**config.mk**
```make
export PLATFORM = sky130hd
export DESIGN_NAME = apb4_rr_arbiter
export DESIGN_NICKNAME = d
export VERILOG_FILES = /design/src/rtl/apb4_rr_arbiter.sv
export SDC_FILE = /design/constraint.sdc
export NUM_CORES = 1
export LEC_CHECK = 0
export BUFFER_PORTS_ARGS = -buffer_cell sky130_fd_sc_hd__buf_2
export CAP_MARGIN = 0
export CORE_ASPECT_RATIO = 0.75
export CORE_MARGIN = 4
export CORE_UTILIZATION = 48
export CTS_CLUSTER_SIZE = 8
export DETAILED_ROUTE_END_ITERATION = 7
export MAX_ROUTING_LAYER = met4
export PLACE_DENSITY = 0.92
export SETUP_SLACK_MARGIN = 0.2
export SLEW_MARGIN = 20
export SYNTH_ARGS = -nofsm -noshare
export SYNTH_HDL_FRONTEND = slang
export SYNTH_SLANG_ARGS = --single-unit
```
**constraint.sdc**
```tcl
create_clock -name pclk -period 1.9 [get_ports pclk]
set_clock_uncertainty 0.05 [all_clocks]
set_input_delay 0.19 -clock pclk [delete_from_list [all_inputs] [get_ports pclk]]
set_output_delay 0.19 -clock pclk [all_outputs]
set_load 0.1 [all_outputs]
```
**src/rtl/apb4_rr_arbiter.sv**
```systemverilog
// apb4_rr_arbiter: round-robin sharing of one APB4 master port between NUM_REQ requesters
module apb4_rr_arbiter #(
  parameter int NUM_REQ        = 2,
  parameter int APB_ADDR_WIDTH = 32,
  parameter int APB_DATA_WIDTH = 32,
  parameter int TIMEOUT        = 255
) (
  input  logic                                 pclk,
  input  logic                                 presetn,
  input  logic [NUM_REQ-1:0]                   req_valid_i,
  output logic [NUM_REQ-1:0]                   req_ready_o,
  input  logic [NUM_REQ*APB_ADDR_WIDTH-1:0]    req_addr_i,
  input  logic [NUM_REQ-1:0]                   req_write_i,
  input  logic [NUM_REQ*APB_DATA_WIDTH-1:0]    req_wdata_i,
  input  logic [NUM_REQ*APB_DATA_WIDTH/8-1:0]  req_strb_i,
  input  logic [NUM_REQ*3-1:0]                 req_prot_i,
  output logic [NUM_REQ-1:0]                   rsp_valid_o,
  output logic [APB_DATA_WIDTH-1:0]            rsp_rdata_o,
  output logic                                 rsp_slverr_o,
  output logic [APB_ADDR_WIDTH-1:0]            paddr,
  output logic [2:0]                           pprot,
  output logic                                 psel,
  output logic                                 penable,
  output logic                                 pwrite,
  output logic [APB_DATA_WIDTH-1:0]            pwdata,
  output logic [APB_DATA_WIDTH/8-1:0]          pstrb,
  input  logic                                 pready,
  input  logic [APB_DATA_WIDTH-1:0]            prdata,
  input  logic                                 pslverr
);
  localparam int AW = APB_ADDR_WIDTH;
  localparam int DW = APB_DATA_WIDTH;
  localparam int SW = DW / 8;
  localparam int PW = $clog2(NUM_REQ);
  localparam int CW = TIMEOUT > 0 ? $clog2(TIMEOUT + 1) : 1;
  typedef enum logic [1:0] {IDLE, SETUP, ACCESS} state_t;
  state_t        state, state_n;
  logic [PW-1:0] rr_ptr, gnt, gnt_q;
  logic [PW:0]   idx;
  logic [CW-1:0] wait_cnt;
  logic          accept, done, tmo;
  always_comb begin
    gnt = rr_ptr;
    idx = '0;
    for (int i = NUM_REQ - 1; i >= 0; i--) begin
      idx = {1'b0, rr_ptr} + (PW+1)'(i);
      idx = idx >= (PW+1)'(NUM_REQ) ? idx - (PW+1)'(NUM_REQ) : idx;
      if (req_valid_i[idx[PW-1:0]]) gnt = idx[PW-1:0];
    end
  end
  assign accept      = state == IDLE && |req_valid_i;
  assign done        = state == ACCESS && pready;
  assign tmo         = state == ACCESS && !pready && TIMEOUT != 0 && wait_cnt == CW'(TIMEOUT);
  assign req_ready_o = accept ? NUM_REQ'(1) << gnt : '0;
  assign psel        = state != IDLE;
  assign penable     = state == ACCESS;
  always_ff @(posedge pclk or negedge presetn)
    if (!presetn) state <= IDLE;
    else state <= state_n;
  always_comb begin
    state_n = state;
    if (accept) state_n = SETUP;
    else if (state == SETUP) state_n = ACCESS;
    else if (done || tmo) state_n = IDLE;
  end
  always_ff @(posedge pclk or negedge presetn) begin
    if (!presetn) begin
      gnt_q        <= '0;
      rr_ptr       <= '0;
      wait_cnt     <= '0;
      paddr        <= '0;
      pprot        <= '0;
      pwrite       <= 1'b0;
      pwdata       <= '0;
      pstrb        <= '0;
      rsp_valid_o  <= '0;
      rsp_rdata_o  <= '0;
      rsp_slverr_o <= 1'b0;
    end else begin
      if (accept) begin
        gnt_q  <= gnt;
        paddr  <= req_addr_i[gnt*AW +: AW];
        pprot  <= req_prot_i[gnt*3 +: 3];
        pwrite <= req_write_i[gnt];
        pwdata <= req_write_i[gnt] ? req_wdata_i[gnt*DW +: DW] : '0;
        pstrb  <= req_write_i[gnt] ? req_strb_i[gnt*SW +: SW] : '0;
      end
      wait_cnt    <= state == SETUP ? '0 : (state == ACCESS && !pready && TIMEOUT != 0) ? wait_cnt + CW'(1) : wait_cnt;
      rsp_valid_o <= (done || tmo) ? NUM_REQ'(1) << gnt_q : '0;
      if (done || tmo) begin
        rsp_rdata_o  <= (done && !pwrite) ? prdata : '0;
        rsp_slverr_o <= done ? pslverr : 1'b1;
        rr_ptr       <= gnt_q == PW'(NUM_REQ - 1) ? '0 : gnt_q + PW'(1);
      end
    end
  end
endmodule

```
# Word-level counts from Yosys, hierarchy flattened
# Index checks and enable logic that the tools add are counted.
# totals
reg_bits	119
input_bits	182
output_inout_bits	111
wordCells	67
# op_classes
n_addsub	5
n_mul	1
n_lt_le_gt_ge	5
n_eq_ne	3
n_shift	6
muxes	22
n_reduce_logical	13
# ops
op	n
64-bit by 7-bit variable part select with 32-bit output	2
32-bit two-way mux	2
8-bit two-way mux	2
1-bit two-way mux	12
2-bit two-way mux	5
8-bit by 1-bit adder with 8-bit output, second input constant	1
8-bit == test, second input constant	1
8-bit by 4-bit variable part select with 4-bit output	1
1-bit by 2-bit < comparator with 1-bit output, second input constant	3
6-bit by 4-bit variable part select with 3-bit output	1
1-bit logical AND	5
4-bit two-way mux	1
2-bit nonzero test	2
1-bit by 1-bit left shift with 2-bit output, first input constant	2
1-bit by 2-bit multiplier with 3-bit output, second input constant	1
3-bit nonzero test	1
1-bit by 1-bit adder with 2-bit output, second input constant	1
2-bit by 1-bit == test with 1-bit output, second input constant	1
2-bit == test, second input constant	1
1-bit by 2-bit greater-or-equal comparator with 1-bit output, second input constant	1
2-bit greater-or-equal comparator, second input constant	1
1-bit zero test	2
2-bit zero test	1
2-bit OR reduction	1
other kinds (3)	4

# Depth between registers and ports, before layout
# depth
depth_word	10
ltp_mapped	7
mapped_depth_nobuf	4

# Worst setup path before layout
# Ideal clock, no wire load.
# synth_timing
kind	register to output
start	register rr_ptr
end	output req_ready_o[0]
t_arrival_ns	2.960
required_time_ns	1.660
path_slack_ns	-1.300
path_stages_with_launch	5
n_path_buf	2
path_cell_list	dfrtp_1 and2_1 buf_2 buf_2 nor3_1
# synth_via
elab_chain_cells	9
word_cells_on_any_way	15
# synth_lines
item	line_no	rtl
start: declaration	38	logic [PW-1:0] rr_ptr, gnt, gnt_q;
start signal: assignment	93	rr_ptr <= gnt_q == PW'(NUM_REQ - 1) ? '0 : gnt_q + PW'(1);
1-bit by 1-bit adder with 2-bit output	46	idx = {1'b0, rr_ptr} + (PW+1)'(i);
2-bit greater-or-equal comparator or 1-bit subtractor (tied branches)	47	idx = idx >= (PW+1)'(NUM_REQ) ? idx - (PW+1)'(NUM_REQ) : idx;
1-bit two-way mux	47	
1-bit two-way mux (not written as such) (2 in a row)	48	if (req_valid_i[idx[PW-1:0]]) gnt = idx[PW-1:0];
1-bit two-way mux	48	
1-bit two-way mux (*)	48	
1-bit by 1-bit left shift with 2-bit output (*)	54	assign req_ready_o = accept ? NUM_REQ'(1) << gnt : '0;
2-bit two-way mux (*)	54	
end: declaration	11	output logic [NUM_REQ-1:0] req_ready_o,
# Mark *: on every way between the ends. The rest lies on a longest branch, timed or not. The select of a mux whose other input is x is not followed.

# Final worst setup path
# layout_timing
start	register state[1]
end	register rsp_rdata_o[28]
# layout_via
elab_chain_cells	4
word_cells_on_any_way	7
# layout_lines
item	line_no	rtl
start: declaration	37	state_t state, state_n;
start signal: assignment	59	else state <= state_n;
2-bit == test (*)	52, 53	
1-bit logical AND (on tied branches)	52, 53	
1-bit logical AND (on tied branches)	91, 53	
32-bit two-way mux or 1-bit logical OR (tied branches)	91, 90	
end signal: assignment	91	rsp_rdata_o <= (done && !pwrite) ? prdata : '0;
end: declaration	18	output logic [APB_DATA_WIDTH-1:0] rsp_rdata_o,
# Mark *: on every way between the ends. The rest lies on a longest branch, timed or not.
# A chain may end at the register's enable or synchronous reset.

==> metrics.yaml <==
setup_path:
  cp.required_ns: 2.11
  crit_path_end: "rsp_rdata_o[28]$_DFFE_PN0P_"
  arrival_ns: 1.98
  rr_startpoint: "state[1]$_DFFE_PN0P_"
  crit_start: "state[1]$_DFFE_PN0P_"
  slowest_stage: "dfrtp_2"
  path_class: "flop to flop"
  path_buf_inv: 5
  r2r-end: "rsp_rdata_o[28]$_DFFE_PN0P_"
  path_cells: "buf_6, buf_6, nand4b_1, buf_4, nor3_4, buf_12, clkbuf_16, o32ai_4"
  crit_top_cell: "buf_6"
  crit_fanout: 8
  end_kind: "flop"
  slowest_delay_ns: 0.42
  reg2reg_depth: 8
  startpoint_type: "flop"
  r2r_setup_slack_ns: 0.12
  cp.depth: 8
  critPathTopFamily: "buffers and inverters"
routing:
  wire_per_inst_um: 22.1
  antenna_left: 0
  vias_per_cell: 6.31
  dr.pass1.iters: 5
  initialDrtViolationCount: 726
  vias: 7242
  drt_wl_total_um: 25400
  drc: 0
run_status:
  status: "complete, no violations"
yosys:
  synth_top_family_by_area: "compound AO/OA/AOI/OAI gates"
  synthMuxAreaShare_pct: 0.312
  synth_top_area_cell: "dfrtp_1"
  async_reset_ff_share_pct: 100
  synth_area_leaders: "dfrtp_1, o2111ai_1, o41ai_2, o21ai_0, o32ai_1"
  yosysMostFrequentCell: "dfrtp_1"
  ys_ff_latch: 119
  synth_edf_count: 0
  synth-main-ff-cell: "dfrtp_1"
  synth_fa_ha_area_share_pct: 0.195
  yosysTopAreaCellShare_pct: 46.3
  netlist_top_cells_count: "dfrtp_1, o21ai_0, o2111ai_1"
  yosys_warnings: 0
  yosysUniqueCellTypes: 47
  synth_compound_area_share_pct: 34.0
  yosysSeqAreaShare_pct: 46.3
  syn-num-nets: 840
  synth_xor_area_share_pct: 0
  synth_area_mm2: 0.00642
  yosys.area_share.simple_pct: 10.7
  synthCells: 657
  syn_avg_cell_area_um2: 9.78
global_routing:
  grt_busiest_layer: "met2"
  grt_usage_pct: 29.2
  grt_max_degree: 68
  grt_pass1_wl_um: 35000
  grt_pass1_vias: 6747
  use_met1_pct: 36.7
  grt_antenna_before_repair: 0
  grt.overflow.total: 0
  met2_usage_pct: 47.9
  grtUsageMet3_pct: 6.41
die:
  die_h_um: 108
  num_rows: 36
  dieArea_mm2: 0.0153
  start_util_pct: 49.2
  die_w_um: 142
  core_mm2: 0.0131
  pin_count: 293
power:
  power_density_mw_per_mm2: 2150
  power_mw: 21.4
  vdd_ir_drop_max_v: 0.00168
  p_leak_nw: 4.70
timing:
  rsz0062_at_grt: "yes"
  setup_viol: 0
  hold_violations: 0
  slew_headroom_pct: 52.0
  fin_setup_tns_ns: 0
  min_period_ns: 1.78
  fin_ws_ns: 0.124
  worst_pin_slew_ns: 0.720
  report.final.slew_viol_count: 0
  fmax_ghz: 0.563
  fin_crit_sh_pct: 93.5
place:
  dp_cells: 1072
  hpwl_um: 14900
  gp_congestion: 0.861
  port_buffers: 292
  pre_cts_slack_ns: 0.0975
clock_tree:
  htree_levels: 4
  cts_sinks: 119
  cts_buffers: 17
  clock_path_buffers: 2
  clk_latency_ns: 0.40
  cts-root-buf: "clkbuf_16"
  cts_tree: "done"
  cts.clk_slew.worst_paths_ns: 0.06
finish:
  fin_cells: 1148
  diodes: 0
  fill_cells: 819
  final-seq-area_mm2: 0.00298
  area_growth_syn_to_layout_pct: 55.0
  fin_util_pct: 76.2
  multi_input_area_mm2: 0.00355
  drive_gt1_share_pct: 48.4
  nets: 1147
worst_hold_path:
  worstHoldPathType: "input pin to flop"
flow_run:
  drv_cap: 0
==> tightest hold or removal path: cells and delay by family <==
family,cells,cell delay [ns]
simple gates,1,0.05
compound gates,1,0.12
buf+inv,1,0.08
==> repair_timing <==
item,4_1_cts,5_1_grt
resized for setup,13,112
pin swaps,2,34
setup endpoints to repair,42,91
buffers inserted,7,7
endpoints found under the hold margin,126,0
cloned,0,5
hold buffers,25,0
==> registers in the layout, indices dropped and copies added, names as in the netlist <==
| signal | flops |
|---|---|
| wait_cnt | 8 |
| paddr | 32 |
| pstrb | 4 |
| pwdata | 32 |
| rr_ptr | 1 |
| rsp_slverr_o | 1 |
| rsp_rdata_o | 32 |
| pprot | 3 |
| pwrite | 1 |
| gnt_q | 1 |
| state | 2 |
| rsp_valid_o | 2 |
==> routing by layer <==
| layer | share of wire, % | vias to the layer above |
|---|---|---|
| met4 | 3.0 | 0 |
| met5 | 0 | - |
| met2 | 50 | 471 |
| met3 | 9.5 | 71 |
| met1 | 38 | 3530 |
| li1 | - | 3170 |
==> cell usage in the layout, fill, tap and decap left out, types with 3 or more instances in the layout <==
cell type,synthesis,routed
o2111ai_1,70,70
buf_6,2,7
o41ai_4,0,6
inv_6,0,3
o21ai_2,0,5
dfrtp_2,0,4
clkbuf_16,0,21
o32ai_2,0,14
dlygate4sd3_1,0,25
nor2_4,0,3
and2_1,4,3
nor3_1,37,36
o21ai_0,78,49
buf_2,20,287
buf_12,0,15
clkinvlp_4,0,3
bufinv_16,0,3
a21oi_1,38,38
buf_4,10,32
clkinv_4,0,4
dfrtp_1,119,115
o21ai_1,0,23
clkinv_1,3,3
nand2_1,39,38
clkinv_2,0,3
nor2_1,9,5
nand2b_1,3,3
inv_1,37,36
nand3_1,36,36
o41ai_2,29,30
o32ai_4,0,18
==> cell type report <==
cell class / instances / share of cell area, %
Multi-Input combinational cell: 414 / 35.7
Sequential cell: 119 / 30.0
Timing Repair Buffer: 371 / 24.4
Clock buffer: 18 / 4.41
Tap cell: 171 / 2.15
Clock inverter: 14 / 1.73
Inverter: 41 / 1.63
==> logic make-up (layout without fill, tap and decap cells) <==
| group | Yosys count | count (layout) |
|---|---|---|
| multiplexers | 2 | 2 |
| buffers and inverters | 124 | 444 |
| flip-flops | 119 | 119 |
| adder cells (fa/ha/maj) | 1 | 1 |
| AO/OA/AOI/OAI | 271 | 271 |
| AND/OR/NAND/NOR | 140 | 140 |
==> metrics by stage <==
step                hold WS (ns)  area, um^2
finish                    0.0240        9960
global route              0.0300        9960
CTS                     0.000521        9160
detailed placement        0.0679        8200
global placement          0.0679        8200
floorplan                 -0.156        6470
==> worst min-delay path by stage <==
stage	start	to	slack (ns)	cells past startpoint
finish	pslverr	rsp_slverr_o$_DFFE_PN0P_	0.02	3
detailed placement	presetn	rsp_rdata_o[0]$_DFFE_PN0P_	0.07	1
CTS	pslverr	rsp_slverr_o$_DFFE_PN0P_	0.0005	3
global placement	presetn	rsp_rdata_o[0]$_DFFE_PN0P_	0.07	1
global route	prdata[2]	rsp_rdata_o[2]$_DFFE_PN0P_	0.03	3
floorplan	presetn	gnt_q$_DFFE_PN0P_	-0.16	0
==> report_power, final <==
part	internal, mW	switching, mW	total (mW)
Combinational	3.00	10.8	13.8
Sequential	3.55	0.668	4.22
Clock	2.11	1.25	3.36
Note: power is estimated with default switching activity, not from simulation.
